File: src/rtl/matmul_10x10_ctrl.sv
// Sequencer for C = A x B on 10x10 storage blocks: streams A row / B column reads,
// multiply-accumulates each dot product and writes it to C, 12 cycles per element.
module matmul_10x10_ctrl #(
  parameter int DATA_WIDTH = 8,
  parameter int ACC_WIDTH  = 20
) (
  input  logic                  clk,
  input  logic                  rst_n,
  input  logic                  start,
  input  logic                  abort,
  output logic                  busy,
  output logic                  done,
  output logic                  a_en_ReadMat,
  output logic [3:0]            a_rowAddr,
  output logic [3:0]            a_colAddr,
  input  logic [DATA_WIDTH-1:0] a_readData,
  output logic                  b_en_ReadMat,
  output logic [3:0]            b_rowAddr,
  output logic [3:0]            b_colAddr,
  input  logic [DATA_WIDTH-1:0] b_readData,
  output logic                  c_en_WriteMat,
  output logic [3:0]            c_rowAddr,
  output logic [3:0]            c_colAddr,
  output logic [ACC_WIDTH-1:0]  c_writeData
);

  typedef enum logic [2:0] {IDLE, RUN, DRAIN, WRITE, DONE} state_t;

  state_t                  state_q;
  logic [3:0]              i_q, j_q, k_q;
  logic [3:0]              i_d, j_d, k_d;
  logic [ACC_WIDTH-1:0]    acc_q, acc_d;
  logic                    v_q;
  logic                    busy_q, done_q, a_en_q, b_en_q, c_en_q;
  logic [3:0]              a_row_q, a_col_q, b_row_q, b_col_q, c_row_q, c_col_q;
  logic [2*DATA_WIDTH-1:0] prod;
  logic                    last_elem;

  // Read data lags the address by one cycle, so v_q marks when it belongs to a valid k.
  always_comb begin
    prod      = a_readData * b_readData;
    acc_d     = v_q ? acc_q + ACC_WIDTH'(prod) : acc_q;
    k_d       = k_q + 4'd1;
    j_d       = (j_q == 4'd9) ? 4'd0 : j_q + 4'd1;
    i_d       = (j_q == 4'd9) ? i_q + 4'd1 : i_q;
    last_elem = (i_q == 4'd9) && (j_q == 4'd9);
  end

  always_ff @(posedge clk or negedge rst_n) begin
    if (!rst_n) begin
      state_q <= IDLE;
      i_q     <= '0;
      j_q     <= '0;
      k_q     <= '0;
      acc_q   <= '0;
      v_q     <= 1'b0;
      busy_q  <= 1'b0;
      done_q  <= 1'b0;
      a_en_q  <= 1'b0;
      b_en_q  <= 1'b0;
      c_en_q  <= 1'b0;
      a_row_q <= '0;
      a_col_q <= '0;
      b_row_q <= '0;
      b_col_q <= '0;
      c_row_q <= '0;
      c_col_q <= '0;
    end else begin
      // Outputs are registered for the state being entered; anything not set below idles at 0.
      done_q  <= 1'b0;
      a_en_q  <= 1'b0;
      b_en_q  <= 1'b0;
      c_en_q  <= 1'b0;
      a_row_q <= '0;
      a_col_q <= '0;
      b_row_q <= '0;
      b_col_q <= '0;
      c_row_q <= '0;
      c_col_q <= '0;
      if (abort && state_q != IDLE) begin
        state_q <= IDLE;
        i_q     <= '0;
        j_q     <= '0;
        k_q     <= '0;
        acc_q   <= '0;
        v_q     <= 1'b0;
        busy_q  <= 1'b0;
      end else begin
        case (state_q)
          IDLE: begin
            if (start) begin
              state_q <= RUN;
              i_q     <= '0;
              j_q     <= '0;
              k_q     <= '0;
              acc_q   <= '0;
              v_q     <= 1'b0;
              busy_q  <= 1'b1;
              a_en_q  <= 1'b1;
              b_en_q  <= 1'b1;
            end
          end
          RUN: begin
            v_q   <= 1'b1;
            acc_q <= acc_d;
            if (k_q == 4'd9) begin
              state_q <= DRAIN;
            end else begin
              k_q     <= k_d;
              a_en_q  <= 1'b1;
              b_en_q  <= 1'b1;
              a_row_q <= i_q;
              a_col_q <= k_d;
              b_row_q <= k_d;
              b_col_q <= j_q;
            end
          end
          DRAIN: begin
            acc_q   <= acc_d;
            state_q <= WRITE;
            c_en_q  <= 1'b1;
            c_row_q <= i_q;
            c_col_q <= j_q;
          end
          WRITE: begin
            acc_q <= '0;
            v_q   <= 1'b0;
            k_q   <= '0;
            if (last_elem) begin
              state_q <= DONE;
              busy_q  <= 1'b0;
              done_q  <= 1'b1;
              i_q     <= '0;
              j_q     <= '0;
            end else begin
              state_q <= RUN;
              i_q     <= i_d;
              j_q     <= j_d;
              a_en_q  <= 1'b1;
              b_en_q  <= 1'b1;
              a_row_q <= i_d;
              b_col_q <= j_d;
            end
          end
          DONE:    state_q <= IDLE;
          default: state_q <= IDLE;
        endcase
      end
    end
  end

  assign busy          = busy_q;
  assign done          = done_q;
  assign a_en_ReadMat  = a_en_q;
  assign a_rowAddr     = a_row_q;
  assign a_colAddr     = a_col_q;
  assign b_en_ReadMat  = b_en_q;
  assign b_rowAddr     = b_row_q;
  assign b_colAddr     = b_col_q;
  assign c_en_WriteMat = c_en_q;
  assign c_rowAddr     = c_row_q;
  assign c_colAddr     = c_col_q;
  assign c_writeData   = acc_q;

endmodule

File: config.mk
export PLATFORM = sky130hd
export DESIGN_NAME = matmul_10x10_ctrl
export DESIGN_NICKNAME = d
export VERILOG_FILES = /design/src/rtl/matmul_10x10_ctrl.sv
export SDC_FILE = /design/constraint.sdc
export NUM_CORES = 1
export LEC_CHECK = 0
export CAP_MARGIN = 5
export CORE_MARGIN = 2
export CORE_UTILIZATION = 50
export DETAILED_ROUTE_END_ITERATION = 10
export PLACE_DENSITY_LB_ADDON = 0.12
export SLEW_MARGIN = 20
export SYNTH_ARGS = -nofsm -noshare
export SYNTH_HDL_FRONTEND = slang
export SYNTH_SLANG_ARGS = --single-unit
File: constraint.sdc
create_clock -name clk -period 7.3 [get_ports clk]
set_input_delay 1.095 -clock clk [delete_from_list [all_inputs] [get_ports clk]]
set_output_delay 1.095 -clock clk [all_outputs]
set_load 0.1 [all_outputs]
# [After elaboration in Yosys (flattened, before gate mapping)]
# Cells that the tools add are included.
[word_totals] wordCells=96 output_inout_bits=49 mem_bits_rw=0 latch_bits=0 romBits=0 mem_count=0 regBits=60
[op_classes] shift=0 n_reduce_logical=14 order_cmp=0 mul=1 bitwise_logic=0 n_eq_ne=11 n_mux=51 n_div=0 addsub=4
[ops] cell="$mux W4" n=20
[ops] cell="$mux W20" n=3
[ops] cell="$pmux W20 S3" n=1
[ops] cell="$pmux W4 S2" n=4
[ops] cell="$add A20 B16 Y20" n=1
[ops] cell="$mul A8 B8 Y16" n=1
[ops] cell="$mux W1" n=14
[ops] cell="$add A4 B1 Y4 const B" n=3
[ops] cell="$eq A4 B4 Y1 const B" n=3
[ops] cell="$mux W3" n=4
[ops] cell="$ne A3 B3 Y1 const B" n=4
[ops] cell="$pmux W3 S4" n=1
[ops] cell="$pmux W4 S3" n=1
[ops] cell="$reduce_and A3 Y1" n=3
[ops] cell="$reduce_bool A4 Y1" n=2
[ops] cell="$eq A3 B2 Y1 const B" n=2
[ops] cell="$pmux W1 S3" n=2
[ops] cell="$reduce_and A2 Y1" n=3
[ops] cell="$reduce_bool A3 Y1" n=2
[ops] cell="$eq A3 B1 Y1 const B" n=1
[ops] cell="$logic_not A3 Y1" n=1
[ops] cell="$ne A3 B1 Y1 const B" n=1
[ops] cell="$logic_and A1 B1 Y1" n=2
[ops] cell="$pmux W1 S2" n=1
[ops] cell="$reduce_or A2 Y1" n=1

# [Depth between registers and ports, before layout]
# Gate-level depths: netlist of the first run.
[depth] depth_word=5 mapped_depth=18 depth_no_buf=17

# [Least setup slack after synthesis of the first run]
# OpenSTA, ideal clock, no wires.
[synth_path] path_kind="in2reg" start="input b_readData[1]" end="register acc_q[13], in the netlist c_writeData[13]" cell_stages=16 n_path_buf=1 setup_ps=126 arrival_ps=5009 setup_slack_ps=2164 path_cell_list="clkbuf_1 nand2_1 fa_1 inv_1 fa_1 fa_1 inv_1 fa_1 inv_1 ha_1 a21o_1 a21oi_2 a21oi_1 a2111oi_2 mux2i_1 nand3_2"
[synth_via] elab_chain_len=5
[synth_rtl] item="start, declared" line_no="20" rtl="input logic [DATA_WIDTH-1:0] b_readData,"
[synth_rtl] item="$mul A8 B8 Y16" line_no="41" rtl="prod = a_readData * b_readData;"
[synth_rtl] item="$add A20 B16 Y20" line_no="42" rtl="acc_d = v_q ? acc_q + ACC_WIDTH'(prod) : acc_q;"
[synth_rtl] item="$mux W20" line_no="42"
[synth_rtl] item="$pmux W20 S3" line_no="89" rtl="case (state_q)"
[synth_rtl] item="$mux W20" line_no="80" rtl="if (abort && state_q != IDLE) begin"
[synth_rtl] item="end signal, assigned" line_no="55" rtl="acc_q <= '0;"
[synth_rtl] item="end signal, assigned" line_no="85" rtl="acc_q <= '0;"
[synth_rtl] item="end signal, assigned" line_no="96" rtl="acc_q <= '0;"
[synth_rtl] item="end, declared" line_no="32" rtl="logic [ACC_WIDTH-1:0] acc_q, acc_d;"
# Every way passes these cells. The select of a mux whose other input is x is not followed.
# A chain may end at the register's enable or synchronous reset.

# [Worst setup path in the final report of the first run]
[layout_path] start="input a_readData[4]" end="register acc_q[17], in the netlist c_writeData[17]"
[layout_via] elab_chain_len=5
[layout_rtl] item="start, declared" line_no="16" rtl="input logic [DATA_WIDTH-1:0] a_readData,"
[layout_rtl] item="$mul A8 B8 Y16" line_no="41"
[layout_rtl] item="$add A20 B16 Y20" line_no="42"
[layout_rtl] item="$mux W20" line_no="42"
[layout_rtl] item="$pmux W20 S3" line_no="89"
[layout_rtl] item="$mux W20" line_no="80"
# Every way passes these cells. The select of a mux whose other input is x is not followed.

==> results of run 1 <==
registers in the layout, summed over array words and instances (netlist names), 3 cells and up:
signal,cells
b_rowAddr,4
a_rowAddr,4
i_q,4
c_rowAddr,4
b_colAddr,4
j_q,4
c_colAddr,4
k_q,4
c_writeData,20
state_q,3
placed cells by master, fill, tap and decap left out, types with 4 or more instances in the layout:
cell | netlist | final
a21o_1 | 6 | 6
a21oi_1 | 26 | 26
a22o_1 | 7 | 7
and2_1 | 39 | 39
clkbuf_8 | 0 | 11
clkdlybuf4s50_1 | 0 | 67
dfrtp_1 | 60 | 60
fa_1 | 50 | 50
ha_1 | 47 | 47
inv_1 | 104 | 104
nand2_1 | 60 | 60
nand2b_1 | 9 | 9
nand3_1 | 14 | 14
nand3b_1 | 4 | 4
nor2_1 | 29 | 29
nor2b_1 | 4 | 4
nor3_1 | 5 | 5
nor3b_1 | 7 | 7
o21ai_0 | 33 | 33
o21ai_1 | 6 | 6
o31ai_1 | 4 | 4
or3_1 | 6 | 6
xnor2_1 | 4 | 4
xor2_1 | 7 | 7
critical path: stages:
cell and delay (ns):
clkdlybuf4s50_1 0.64, nand2_1 0.14, fa_1 0.55, inv_1 0.05, fa_1 0.54, inv_1 0.06
fa_1 0.51, fa_1 0.56, inv_1 0.04, ha_1 0.44, and4_4 0.29, nand3_2 0.08
a21oi_2 0.25, o311ai_4 0.14, a21o_1 0.20, a32o_1 0.26
per-layer routing:
layer	routed length (µm)	track usage
met5	0	0
met4	164	0.0696
met1	5440	0.304
met3	498	0.0281
met2	5880	0.376
power groups by stage:
stage	Clock [mW]	Combinational, mW	Sequential (mW)
floorplan	0	0.846	0.556
global placement	0	1.20	0.393
detailed placement	0	1.23	0.395
CTS	0.349	1.23	0.389
global route	0.366	1.37	0.393
finish	0.339	1.22	0.389
final timing paths:
path	slack, ns	to
min in group asynchronous	0.92	c_rowAddr[2]$_DFF_PN0_
worst min-delay path	0.52	busy$_DFFE_PN0P_
worst max-delay path	1.66	c_writeData[17]$_DFFE_PN0P_
worst max register to register	2.88	c_writeData[13]$_DFFE_PN0P_
max in group asynchronous	5.87	c_writeData[9]$_DFFE_PN0P_
worst min register to register	0.52	busy$_DFFE_PN0P_
area by class of cell:
class / count / share of cell area
Multi-Input combinational cell: 413 / 0.537
Clock buffer: 11 / 0.0235
Clock inverter: 4 / 0.0113
Tap cell: 140 / 0.0272
Sequential cell: 60 / 0.233
Timing Repair Buffer: 70 / 0.107
Inverter: 104 / 0.0607
kinds of logic (layout without fill, tap and decap cells):
logic type / Yosys count / after routing / synth area share
compound gates: 105 / 105 / 0.124
xor+xnor: 11 / 11 / 0.0175
fa+ha+maj: 97 / 97 / 0.289
buf+inv: 130 / 189 / 0.0978
flops: 60 / 60 / 0.273
mux: 4 / 4 / 0.00775
simple gates: 196 / 196 / 0.190
==> impl_metrics.csv, run 1 <==
group,metric,value,unit
clock_network,cts_tree,"done",
timing,drv_slew,0,
timing,clock_skew,0.0130,ns
finish,final_nets,775,
synthesis,ys_seq_area_frac,0.273,
timing,hold_viol,0,
power,finalPower,1.95,mW
global_route,antenna_found_initial,0,
finish,num_antenna_cells,0,
clock_network,clock-sinks,60,
critical_path,startpoint,"a_readData[4]",
critical_path,worstReg2RegStart,"c_writeData[7]$_DFFE_PN0P_",
job,drv_cap,0,
synthesis,synth_edf_count,0,
clock_network,postCtsSetupBuffers,0,
clock_network,cts_hold_buf,0,
power,ir_drop,0.000171,V
finish,multiInputGateArea,3450,µm²
route,vias_per_cell,5.25,
critical_path,start_kind,"input pin",
timing,finalSetupViolations,0,
synthesis,ys.flop_type,"dfrtp_1",
floorplan,die_area,11800,µm²
worst_hold_path,min_delay_path_depth,2,
route,num_vias,4209,
power,p_sw,0.949,mW
worst_hold_path,hp-start,"busy$_DFFE_PN0P_",
route,drtAntennaViolNets,0,
timing,fmax,0.177,GHz
route,route.detailed.drc,0,
timing,min_period,5.64,ns
floorplan,core_region_area,10800,µm²
power,swShare,0.487,
placement,gp_congestion,0.829,
global_route,grt_max_degree,61,
floorplan,io_pins,69,
placement,pre_cts_slack,1.39,ns
synthesis,async_flop_share,1.00,
synthesis,synth.net_count,720,
floorplan,initial_core_util,0.509,
global_route,grt_pass1_vias,4430,
outcome,status,"finished, final reports clean",
placement,dpl_cell_area,6210,µm²
critical_path,crit_fanout,9,
critical_path,endpoint_kind,"flop",
critical_path,critPathKind,"in2reg",
synthesis,synth_top_cells_by_area,"dfrtp_1, fa_1, ha_1, inv_1, and2_1",
placement,dp_hpwl,9320,µm
power,seqPwrFrac,0.199,
synthesis,yosys.area.top_type,"dfrtp_1",
timing,setup_slack,1.66,ns
route,drt_iter0_drc,215,
synthesis,synth_cell_types,56,
finish,stdcell_count,802,
worst_hold_path,min_path_type,"reg2reg",
placement,dp.cells,787,
finish,area_growth,17.2,%
clock_network,numCtsBuffers,9,
synthesis,avgSynthCellArea,9.10,µm²
clock_network,cts.path.max_buffers,2,
global_route,grt_overflow,0,
clock_network,htree_num_levels,3,
clock_network,cts_resized,0,
finish,fillers,931,
power,pwr-share-clk,0.174,
power,combPwrFrac,0.627,
floorplan,die_x,109,µm
synthesis,synth_most_common_cell,"inv_1",
floorplan,die_h,109,µm
synthesis,synth_commonest_cells,"inv_1, dfrtp_1, nand2_1",
synthesis,synth_area,5490,µm²
timing,hold_ws,0.516,ns
global_route,grt_usage,0.224,
finish,seqCellArea,1500,µm²
synthesis,ys_ff_latch,60,
timing,max_slew.worst_pin.slew,1.07,ns
timing,maxSlewHeadroom,0.280,
placement,io_buffers,68,
floorplan,rows,38,
global_route,grt_pass1_wl,20800,µm
route,routedWlPerCell,14.9,µm
clock_network,clock_latency,0.33,ns
clock_network,clk_pin_slew,0.08,ns
synthesis,netlist_instances,603,
critical_path,ff2ff_path_depth,15,
finish,finalCoreUtilization,0.596,
timing,period_share,0.772,
power,internal_power,1.00,mW
synthesis,ys_warn_count,0,
route,routed_wl,12000,µm
timing,rsz0062_at_grt,"no",
finish,design_area,6430,µm²
power,pwr_density_cell,303,nW/µm²
timing,timing.setup.tns,0,ns
critical_path,crit_required,7.50,ns
clock_network,cts_root_buffer,"clkbuf_8",
critical_path,cp_data_arrival_time,5.84,ns
power,total_leakage_power,3.15,nW
synthesis,yosysTopAreaCellShare,0.273,
finish,layout-drive-gt1-share,0.0559,
route,dr.pass1.iters,5,
Power figures use the tool's default switching activity.
==> run 2: changes to the inputs <==
- clock period: 7.3 -> 5.8 ns (I/O delays scaled with it)
==> impl_metrics.csv, run 2 (synthesis results as in run 1) <==
group,metric,value,unit
clock_network,postCtsSetupBuffers,0,
clock_network,cts_hold_buf,0,
placement,gp_congestion,0.821,
job,drv_cap,0,
timing,hold_ws,0.514,ns
timing,timing.setup.tns,0,ns
floorplan,die_x,109,µm
finish,multiInputGateArea,3450,µm²
finish,fillers,957,
placement,dp_hpwl,9450,µm
clock_network,numCtsBuffers,9,
timing,drv_slew,0,
outcome,status,"finished, final reports clean",
placement,dpl_cell_area,6240,µm²
route,num_vias,4247,
finish,layout-drive-gt1-share,0.0616,
floorplan,die_area,11800,µm²
floorplan,rows,38,
finish,largest_reg_flops,20,
power,pwr_density_cell,383,nW/µm²
floorplan,io_pins,69,
route,vias_per_cell,5.27,
finish,most-common-layout-cells,"inv_1, clkdlybuf4s50_1, nand2_1, dfrtp_1, fa_1",
critical_path,cp_data_arrival_time,5.56,ns
timing,rsz0062_at_grt,"no",
route,routed-wl-met3,595,µm
route,dr.pass1.iters,5,
finish,design_area,6450,µm²
timing,hold_viol,0,
clock_network,cts_root_buffer,"clkbuf_8",
power,total_leakage_power,3.16,nW
route,wl_met2,5690,µm
route,highest_layer,"met4",
clock_network,cts_resized,0,
timing,max_slew.worst_pin.slew,1.03,ns
worst_hold_path,min_delay_path_depth,2,
critical_path,crit_fanout,10,
timing,finalSetupViolations,0,
clock_network,clock-sinks,60,
finish,area_growth,17.5,%
critical_path,critPathKind,"in2reg",
worst_hold_path,min_path_type,"reg2reg",
finish,num_antenna_cells,0,
placement,io_buffers,68,
global_route,grt_overflow,0,
global_route,antenna_found_initial,0,
clock_network,cts_tree,"done",
clock_network,htree_num_levels,3,
critical_path,start_kind,"input pin",
global_route,grt_pass1_vias,4463,
critical_path,crit_required,6.03,ns
route,drt_iter0_drc,231,
global_route,grt_usage,0.230,
route,routedWlPerCell,15.1,µm
timing,period_share,0.919,
route,route.detailed.drc,0,
clock_network,cts.path.max_buffers,2,
floorplan,core_region_area,10800,µm²
global_route,grt_max_degree,61,
timing,maxSlewHeadroom,0.307,
timing,clock_skew,0.00966,ns
finish,layout_commonest_cell,"inv_1",
clock_network,clk_pin_slew,0.07,ns
finish,seqCellArea,1500,µm²
floorplan,initial_core_util,0.509,
route,routed_wl,12200,µm
floorplan,die_h,109,µm
critical_path,endpoint_kind,"flop",
clock_network,clock_latency,0.34,ns
route,wl_met1,5660,µm
route,drtAntennaViolNets,0,
timing,fmax,0.188,GHz
finish,final_nets,779,
power,ir_drop,0.000185,V
global_route,grt_pass1_wl,21300,µm
timing,min_period,5.33,ns
critical_path,ff2ff_path_depth,15,
-- run 2: cell count changes in the layout (fill, tap and decap cells not counted), sizes merged --
cell	delta
bufinv	-1
clkbuf	+1
clkinvlp	+1
buf	+4
clkinv	-1
-- run 2: final cells by class --
| cell class | count | area share |
|---|---|---|
| clock inverter | 3 | 0.00698 |
| sequential | 60 | 0.233 |
| inverter | 104 | 0.0605 |
| multi-input combinational | 413 | 0.535 |
| tap | 140 | 0.0272 |
| clock buffer | 12 | 0.0256 |
| timing repair buffer | 74 | 0.112 |
-- run 2: path summary, 6_finish.rpt --
| kind | startpoint | endpoint | slack [ns] |
|---|---|---|---|
| setup / recovery | a_readData[4] | c_writeData[16]$_DFFE_PN0P_ | 0.47 |
| hold / removal | busy$_DFFE_PN0P_ | busy$_DFFE_PN0P_ | 0.51 |
| setup reg to reg | c_writeData[7]$_DFFE_PN0P_ | c_writeData[13]$_DFFE_PN0P_ | 1.42 |
| hold reg to reg | busy$_DFFE_PN0P_ | busy$_DFFE_PN0P_ | 0.51 |
| max in group asynchronous | rst_n | c_writeData[15]$_DFFE_PN0P_ | 4.62 |
| min in group asynchronous | rst_n | c_rowAddr[2]$_DFF_PN0_ | 0.68 |
-- run 2: critical path: stages --
cell and delay (ns):
clkdlybuf4s50_1 0.55, and2_1 0.25, fa_1 0.50, fa_1 0.52, fa_1 0.56, inv_1 0.06, fa_1 0.52, inv_1 0.04
ha_1 0.42, and2_4 0.21, a311oi_1 0.32, o21bai_1 0.10, a221oi_1 0.31, mux2i_1 0.22, nand3_1 0.08
-- run 2: through the flow --
step                      setup WS (ns)  utilization  total power [mW]  cells
after floorplan                   0.889            -              1.77    603
after global placement            0.234        0.578              2.04    791
after detailed placement         0.0996        0.578              2.08    791
after CTS                         0.467        0.598              2.49    806
after global routing              0.211        0.598              2.71    806
final                             0.467        0.598              2.47    806
-- run 2: report_power, final --
part / internal, mW / switching, mW
Sequential: 0.452 / 0.0361
Clock: 0.231 / 0.166
Combinational: 0.572 / 1.01
Total: 1.26 / 1.22
-- run 2: layer usage --
layer / track usage / vias to the layer above
li1: - / 2057
met4: 0.0696 / 0
met2: 0.366 / 100
met1: 0.320 / 2073
met3: 0.0424 / 17
met5: 0 / -
==> run 3: changes to the inputs <==
- TNS_END_PERCENT: not set -> 100
==> results of run 3 <==
Final layout, timing and power as in run 2 (identical DEF).
